[src/rtl/fetch_unit.sv]
// Instruction fetch: credit-limited imem requests, in-order PC tag FIFO and instruction buffer to decode.
// Optional macro FETCH_MISALIGN_CHECK_EN adds a sticky misalign_fault output.
module fetch_unit #(
   parameter logic [31:0] RESET_PC   = 32'h0000_0000,
   parameter int          IBUF_DEPTH = 4
) (
   input  logic        clk,
   input  logic        reset,
   input  logic        system_stall,
   input  logic        redirect_valid,
   input  logic [31:0] redirect_pc,
   output logic        imem_req_valid,
   output logic [31:0] imem_req_addr,
   input  logic        imem_req_ready,
   input  logic        imem_resp_valid,
   input  logic [31:0] imem_resp_data,
   output logic [31:0] instruction,
   output logic [31:0] pc_out,
   output logic        uop_valid_out
`ifdef FETCH_MISALIGN_CHECK_EN
   ,
   output logic        misalign_fault
`endif
);
   localparam int          PW      = (IBUF_DEPTH > 1) ? $clog2(IBUF_DEPTH) : 1;
   localparam int          CW      = PW + 1;
   localparam logic [CW:0] DEPTH_C = (CW + 1)'(IBUF_DEPTH);

   logic [31:0]   pc_reg;
   logic [CW-1:0] occ_reg;
   logic [CW-1:0] out_reg;
   logic [CW-1:0] drop_reg;
   logic [PW-1:0] buf_wr_ptr_reg;
   logic [PW-1:0] buf_rd_ptr_reg;
   logic [PW-1:0] tag_wr_ptr_reg;
   logic [PW-1:0] tag_rd_ptr_reg;
   logic [31:0]   buf_instr_reg [IBUF_DEPTH];
   logic [31:0]   buf_pc_reg    [IBUF_DEPTH];
   logic [31:0]   tag_pc_reg    [IBUF_DEPTH];

   logic [31:0]   redirect_target;
   logic          suppress;
   logic [CW:0]   credit_sum;
   logic          credit_ok;
   logic          accept;
   logic          drop_resp;
   logic          push;
   logic          pop;
   logic [CW-1:0] resp_dec;

`ifdef FETCH_MISALIGN_CHECK_EN
   logic suppress_reg;
   logic misalign_reg;

   assign redirect_target = redirect_pc;
   assign suppress        = suppress_reg;
   assign misalign_fault  = misalign_reg;

   // The fault flag is sticky until reset; only request suppression clears on an aligned redirect.
   always_ff @(posedge clk) begin
      if (reset) begin
         suppress_reg <= 1'b0;
         misalign_reg <= 1'b0;
      end else if (redirect_valid) begin
         suppress_reg <= (redirect_pc[1:0] != 2'b00);
         if (redirect_pc[1:0] != 2'b00) begin
            misalign_reg <= 1'b1;
         end
      end
   end
`else
   logic unused_pc_bits;

   assign unused_pc_bits  = ^redirect_pc[1:0];
   assign redirect_target = {redirect_pc[31:2], 2'b00};
   assign suppress        = 1'b0;
`endif

   // Outstanding includes responses still to be dropped, so the buffer can never overflow.
   assign credit_sum     = {1'b0, occ_reg} + {1'b0, out_reg};
   assign credit_ok      = credit_sum < DEPTH_C;
   assign imem_req_valid = !reset && !redirect_valid && !suppress && credit_ok;
   assign imem_req_addr  = pc_reg;
   assign accept         = imem_req_valid && imem_req_ready;

   assign drop_resp      = imem_resp_valid && (drop_reg != '0);
   assign push           = imem_resp_valid && (drop_reg == '0) && !redirect_valid;
   assign uop_valid_out  = (occ_reg != '0);
   assign pop            = uop_valid_out && !system_stall && !redirect_valid;
   assign resp_dec       = imem_resp_valid ? CW'(1) : '0;

   assign instruction    = uop_valid_out ? buf_instr_reg[buf_rd_ptr_reg] : '0;
   assign pc_out         = uop_valid_out ? buf_pc_reg[buf_rd_ptr_reg] : '0;

   always_ff @(posedge clk) begin
      if (reset) begin
         pc_reg         <= RESET_PC;
         occ_reg        <= '0;
         out_reg        <= '0;
         drop_reg       <= '0;
         buf_wr_ptr_reg <= '0;
         buf_rd_ptr_reg <= '0;
         tag_wr_ptr_reg <= '0;
         tag_rd_ptr_reg <= '0;
      end else if (redirect_valid) begin
         // Everything still in flight after this edge belongs to the old path.
         pc_reg         <= redirect_target;
         occ_reg        <= '0;
         buf_wr_ptr_reg <= '0;
         buf_rd_ptr_reg <= '0;
         tag_wr_ptr_reg <= '0;
         tag_rd_ptr_reg <= '0;
         out_reg        <= out_reg - resp_dec;
         drop_reg       <= out_reg - resp_dec;
      end else begin
         if (accept) begin
            pc_reg         <= pc_reg + 32'd4;
            tag_wr_ptr_reg <= tag_wr_ptr_reg + PW'(1);
         end
         out_reg <= out_reg + CW'(accept) - resp_dec;
         if (drop_resp) begin
            drop_reg <= drop_reg - CW'(1);
         end
         if (push) begin
            buf_wr_ptr_reg <= buf_wr_ptr_reg + PW'(1);
            tag_rd_ptr_reg <= tag_rd_ptr_reg + PW'(1);
         end
         if (pop) begin
            buf_rd_ptr_reg <= buf_rd_ptr_reg + PW'(1);
         end
         occ_reg <= occ_reg + CW'(push) - CW'(pop);
      end
   end

   always_ff @(posedge clk) begin
      if (accept) begin
         tag_pc_reg[tag_wr_ptr_reg] <= pc_reg;
      end
      if (push) begin
         buf_instr_reg[buf_wr_ptr_reg] <= imem_resp_data;
         buf_pc_reg[buf_wr_ptr_reg]    <= tag_pc_reg[tag_rd_ptr_reg];
      end
   end

endmodule
[config.mk]
export PLATFORM = sky130hd
export DESIGN_NAME = fetch_unit
export DESIGN_NICKNAME = d
export VERILOG_FILES = /design/src/rtl/fetch_unit.sv
export SDC_FILE = /design/constraint.sdc
export NUM_CORES = 1
export LEC_CHECK = 0
export BUFFER_PORTS_ARGS = -buffer_cell sky130_fd_sc_hd__buf_2
export CORE_MARGIN = 3
export CORE_UTILIZATION = 35
export CTS_CLUSTER_DIAMETER = 150
export DETAILED_ROUTE_END_ITERATION = 10
export GPL_TIMING_DRIVEN = 0
export PLACE_DENSITY = 0.56
export REMOVE_ABC_BUFFERS = 1
export SYNTH_ARGS = -nofsm -noshare
export SYNTH_HDL_FRONTEND = slang
export SYNTH_SLANG_ARGS = --single-unit
[constraint.sdc]
create_clock -name clk -period 4.99 [get_ports clk]
set_input_delay 0.499 -clock clk [delete_from_list [all_inputs] [get_ports clk]]
set_output_delay 0.499 -clock clk [all_outputs]
set_load 0.03 [all_outputs]
==> qor.yml, run 1 <==
status: "complete, no violations"
synth-async-reset-ratio: 0
grt_pass1_vias: 8902
synth_edf_count: 368
cp_slowest_cell: "and4_4"
synth_cell_types: 60
fmax_mhz: 313
synth-compound-area-share: 0.0262
antenna_found_initial: 0
hpwl_um: 23000
cts_tree: "yes"
grt_use_total: 0.147
hold_violations: 0
clk_pin_slew_worst_paths_ns: 0.06
worst_setup_path_end_kind: "flip-flop"
place_area_mm2: 0.0184
grt_pass1_wl_um: 55900
synthesis.instances: 920
h-tree-depth: 2
grt_overflow: 0
maxCapViolations: 0
finalClockSkew_ns: 0.00908
finalPower_w: 0.00757
final_cell_mix: "368 x edfxtp_1, 161 x buf_2, 92 x mux4_2"
drt_iter0_markers: 567
final_core_util: 0.422
fp-row-count: 79
cts_buffer_depth: 3
routedWlPerCell_um: 21.2
regArea_mm2: 0.0121
crit_top_cell: "ha_1"
fillers: 4256
synth_mux_area_frac: 0.126
grt_max_degree: 50
post_cts_buffers: 0
num_vias: 8741
irDropWorstVdd_v: 0.000227
start_kind: "flip-flop"
cts_root_buf: "clkbuf_16"
worstSetupPathType: "reg -> reg"
placed_cells: 1656
fin_cells: 1742
numClockSinks: 419
wirelength_um: 36900
cts_buffers: 46
initial_core_util: 0.357
fin_crit_sh: 0.640
drive_gt1_frac: 0.317
multi_input_area_mm2: 0.00437
tns_ns: 0
setup_viol: 0
synth_top_family_by_area: "multiplexers"
gp_congestion: 0.798
via_per_inst: 5.02
largest_reg_flops: 128
dieArea_mm2: 0.0505
power_density_mw_per_mm2: 383
synth_fa_ha_area_frac: 0.0166
synth_simple_gate_area_frac: 0.0776
slew_violations: 0
postRouteAntennaNets: 0
areaGrowthSynthToFinish_pct: 18.0
synthFlopType: "edfxtp_1"
die_w_um: 225
cp_cell_sequence: "ha_1 -> nor3_4 -> and4_4 -> inv_2 -> ha_1 -> inv_1 -> ha_1 -> fa_1 -> xor2_1 -> o21ai_0 -> xnor2_1 -> nor2_1"
rsz0062_at_grt: "false"
first_pass_iters: 5
worstPathArrival_ns: 3.62
slew_headroom: 0.314
coreArea_mm2: 0.0469
cts-resized-gates: 0
syn_area_mm2: 0.0167
worst_pin_slew_ns: 1.03
p_leak_nw: 6.55
ys_seq_elements: 419
clk_latency_ns: 0.56
port_buffers: 161
yosysSeqAreaShare: 0.721
holdBufCountCts: 0
critPathRequiredTime_ns: 5.42
antennaDiodeCount: 0
final_common_cell: "edfxtp_1"
avgSynthCellArea_um2: 18.2
max_stage_delay_ns: 0.39
drc: 0
crit_fanout: 23
synth_xor_area_frac: 0.0126
ios: 168
final_area_mm2: 0.0197
ys.warnings.count: 0
hp-class: "in -> reg"
min_period_ns: 3.19
die_height_um: 225
fin_nets: 1188
layout make-up:
cell class | instances | area share
clock buffers | 66 | 0.0626
clock inverters | 20 | 0.00678
inverters | 24 | 0.00456
multi-input cells | 431 | 0.221
flip-flops and latches | 419 | 0.612
well taps | 607 | 0.0385
repair buffers | 175 | 0.0544
worst max-delay path, delay by kind of cell, from the launching register on:
kind | cells | cell delay, ns
adders and majority gates | 4 | 1.25
and+or+nand+nor | 3 | 0.66
DFF | 1 | 0.34
xor gates and xnor gates | 2 | 0.31
buffers and inverters | 2 | 0.28
AOI/OAI and AO/OA | 1 | 0.20
metal layers:
layer	part of all wire	vias up	global-route usage
met2	0.47	234	0.233
met4	0.023	0	0.0449
met3	0.054	59	0.0315
met5	0	-	0
li1	-	3977	-
met1	0.45	4471	0.204
final timing paths:
kind	startpoint	endpoint	slack (ns)	cells past startpoint
setup / recovery	occ_reg[2]	out_reg[2]	1.80	12
hold / removal	imem_resp_data[24]	buf_instr_reg[1][24]	0.15	1
setup reg to reg	occ_reg[2]	out_reg[2]	1.80	12
hold reg to reg	tag_wr_ptr_reg[1]	tag_wr_ptr_reg[1]	0.50	2
kinds of logic after synthesis:
family,Yosys count
flops,419
simple gates,220
mux,96
buf+inv,73
compound gates,66
xor+xnor,24
fa+ha+maj,21
other cells,1
power by group:
group	switching, W	internal [W]
Clock	0.00133	0.00178
Combinational	0.000309	0.000183
Sequential	0.0000687	0.00390
Total	0.00170	0.00586
synthesized netlist by cell type (2+ instances only):
library cell    n  area [um^2]
nand3b_1        2         15.0
o21ai_0         4         20.0
nor2_1         26         97.6
nor2b_1        62          388
o211ai_1        2         15.0
a21oi_1        24          120
inv_1          23         86.3
edfxtp_1      368        11100
nor4_2          4         50.1
buf_6           2         22.5
mux2i_1         3         30.0
nand3_1        20          100
buf_2          10         50.1
xor2_1          5         43.8
xnor2_1        19          166
clkbuf_1       28          105
ha_1           19          238
a211oi_1        3         22.5
and3_1          6         37.5
nor3_2          3         30.0
buf_1           3         11.3
dfxtp_1        51         1020
nand4_4         2         42.5
buf_4           6         45.0
o221ai_1        2         17.5
o21ai_1         2         10.0
nand4_1         8         50.1
nor4_1          6         37.5
nor3_1         11         55.1
nand2b_1        2         12.5
fa_1            2         40.0
and2_1         14         87.6
mux4_2         92         2070
o311ai_0        9         78.8
a31oi_1         8         50.1
and4_1          2         17.5
nand2_1        42          158
o22ai_1         3         18.8
stage by stage:
step           hold slack, ns  setup WS, ns
2_1_floorplan           0.469        -0.425
3_3_place_gp            0.486         -5.80
3_5_place_dp            0.490          1.49
4_1_cts                 0.109          1.70
5_1_grt                 0.123          1.61
6_report                0.152          1.80
No activity file was read; power rests on OpenSTA's default activity.
==> run 2, diff against run 1 <==
- PLACE_DENSITY: 0.56 -> 0.58
- clock period: 4.99 -> 2.7 ns (I/O delays scaled with it)
==> qor.yml, run 2 (synthesized netlist as in run 1, its figures left out) <==
status: "complete, no violations"
cts_root_buf: "clkbuf_16"
dieArea_mm2: 0.0505  # unchanged
p_sw_w: 0.00320  # +88%
maxCapViolations: 0  # unchanged
port_buffers: 161  # unchanged
r2r-start: "occ_reg[2]"
start_kind: "flip-flop"
numClockSinks: 419  # unchanged
cp_slowest_cell: "dfxtp_4"
initial_core_util: 0.357  # unchanged
rsz0062_at_grt: "true"
seqPwrFrac: 0.514  # -0.011
crit_top_cell: "ha_1"
drive_gt1_frac: 0.314  # -0.00294
slew_headroom: 0.279  # -0.0349
cp_cell_sequence: "ha_4 -> nor3_4 -> and4_4 -> inv_8 -> ha_1 -> inv_1 -> ha_1 -> fa_2 -> xor2_1 -> o21ai_1 -> xnor2_1 -> nor2_1"
num_vias: 8966  # +2.6%
via_per_inst: 5.00  # -0.40%
ios: 168  # unchanged
slew_violations: 0  # unchanged
power_density_mw_per_mm2: 700  # +83%
hpwl_um: 23500  # +2.3%
setup_viol: 0  # unchanged
comb_power_share: 0.070  # +0.005
cts_tree: "yes"
fmax_mhz: 373  # +19%
largest_reg_flops: 128  # unchanged
min_from: "redirect_pc[26]"
final_common_cell: "edfxtp_1"
hp-class: "in -> reg"
critPathRequiredTime_ns: 3.13  # -2.29 ns
clk_latency_ns: 0.57  # about the same
final_cell_mix: "368 x edfxtp_1, 161 x buf_2, 92 x mux4_2"
worst_setup_path_end_kind: "flip-flop"
routedWlPerCell_um: 21.4  # +0.81%
grt_overflow: 0  # unchanged
p_leak_nw: 6.82  # +4.1%
first_pass_iters: 7  # +2
fp-row-count: 79  # unchanged
p_sw_frac: 0.224  # -0.00119
setup_ws_ns: 0.0173  # -1.78 ns
cts_buffers: 45  # -2.2%
placed_cells: 1655  # -0.060%
cts_buffer_depth: 3  # unchanged
hold_violations: 0  # unchanged
max_stage_delay_ns: 0.37  # -0.02 ns
r2r_slack_ns: 0.02  # -1.78 ns
drc: 0  # unchanged
clockPowerShare: 0.416  # +0.006
tns_ns: 0  # unchanged
grt_pass1_vias: 9479  # +6.5%
crit_buf_inv: 2  # unchanged
gp_congestion: 0.772  # -3.3%
fin_crit_sh: 0.994  # +0.353
dp_slack_ns: -0.577  # -2.07 ns
areaGrowthSynthToFinish_pct: 21.9
irDropWorstVdd_v: 0.000473  # +110%
wirelength_um: 38300  # +3.8%
worstPathArrival_ns: 3.11  # -0.51 ns
crit_fanout: 23  # unchanged
h-tree-depth: 2  # unchanged
finalPower_w: 0.0143  # +89%
die_height_um: 225  # unchanged
finalClockSkew_ns: 0.0157  # +0.00665 ns
worst_pin_slew_ns: 1.08  # +0.0523 ns
worstSetupPathType: "reg -> reg"
cpLargestDelayFamily: "adder cells"
grt_max_degree: 51  # +2.0%
antennaDiodeCount: 0  # unchanged
fin_nets: 1245  # +4.8%
fillers: 4210  # -1.1%
grt_pass1_wl_um: 58100  # +3.9%
coreArea_mm2: 0.0469  # unchanged
die_w_um: 225  # unchanged
hold_ws_ns: 0.0541  # -0.0979 ns
clk_pin_slew_worst_paths_ns: 0.06  # about the same
antenna_found_initial: 0  # unchanged
internal_power_w: 0.0111  # +89%
min_period_ns: 2.68  # -0.512 ns
drt_iter0_markers: 661  # +17%
postRouteAntennaNets: 0  # unchanged
fin_cells: 1794  # +3.0%
grt_use_total: 0.154  # +0.00673
startpoint: "occ_reg[2]"
## run 2: final timing paths
| check | endpoint | cells after the start |
|---|---|---|
| setup reg to reg | out_reg[2] | 12 |
| setup / recovery | out_reg[2] | 12 |
| hold / removal | imem_req_addr[26] | 3 |
| hold reg to reg | tag_wr_ptr_reg[1] | 2 |
## run 2: worst register-to-register path, cell delays in order, from the launching register on
cell     delay (ns)
dfxtp_4        0.37
ha_4           0.25
nor3_4         0.18
and4_4         0.30
inv_8          0.09
ha_1           0.29
inv_1          0.04
ha_1           0.19
fa_2           0.34
xor2_1         0.16
o21ai_1        0.15
xnor2_1        0.13
nor2_1         0.05
## run 2: cell type report
class,count,area (um^2),area share
repair buffers,233,1660,0.0811
clock buffers,60,1180,0.0579
multi-input cells,431,4400,0.216
inverters,24,97.6,0.00478
clock inverters,20,215,0.0105
well taps,607,759,0.0372
flip-flops and latches,419,12100,0.593
## run 2: routing by layer
metal	track usage	share of wire	routed length [um]
met5	0	0	0
met4	0.0396	0.022	843
met3	0.0339	0.054	2070
met2	0.253	0.48	18600
met1	0.209	0.44	16800
## run 2: timing repair
action,CTS,global route
buffers inserted,5,1
cloned,0,0
pin swaps,2,1
setup endpoints to repair,42,14
hold endpoints to repair,149,0
hold buffers,53,0
gates resized for setup,4,11
## run 2: power groups by stage
| stage | combinational, W | sequential, W | clock [W] |
|---|---|---|---|
| after CTS | 0.00101 | 0.00734 | 0.00611 |
| after detailed placement | 0.000925 | 0.00748 | 0 |
| after floorplan | 0.000505 | 0.00750 | 0 |
| after global placement | 0.000886 | 0.00750 | 0 |
| final | 0.000994 | 0.00735 | 0.00594 |
| after global routing | 0.00108 | 0.00736 | 0.00640 |
## run 2: through the flow
stage	util	area, um^2
floorplan	-	16500
global placement	0.386	18100
detailed placement	0.392	18400
finish	0.436	20400
CTS	0.435	20400
global route	0.436	20400
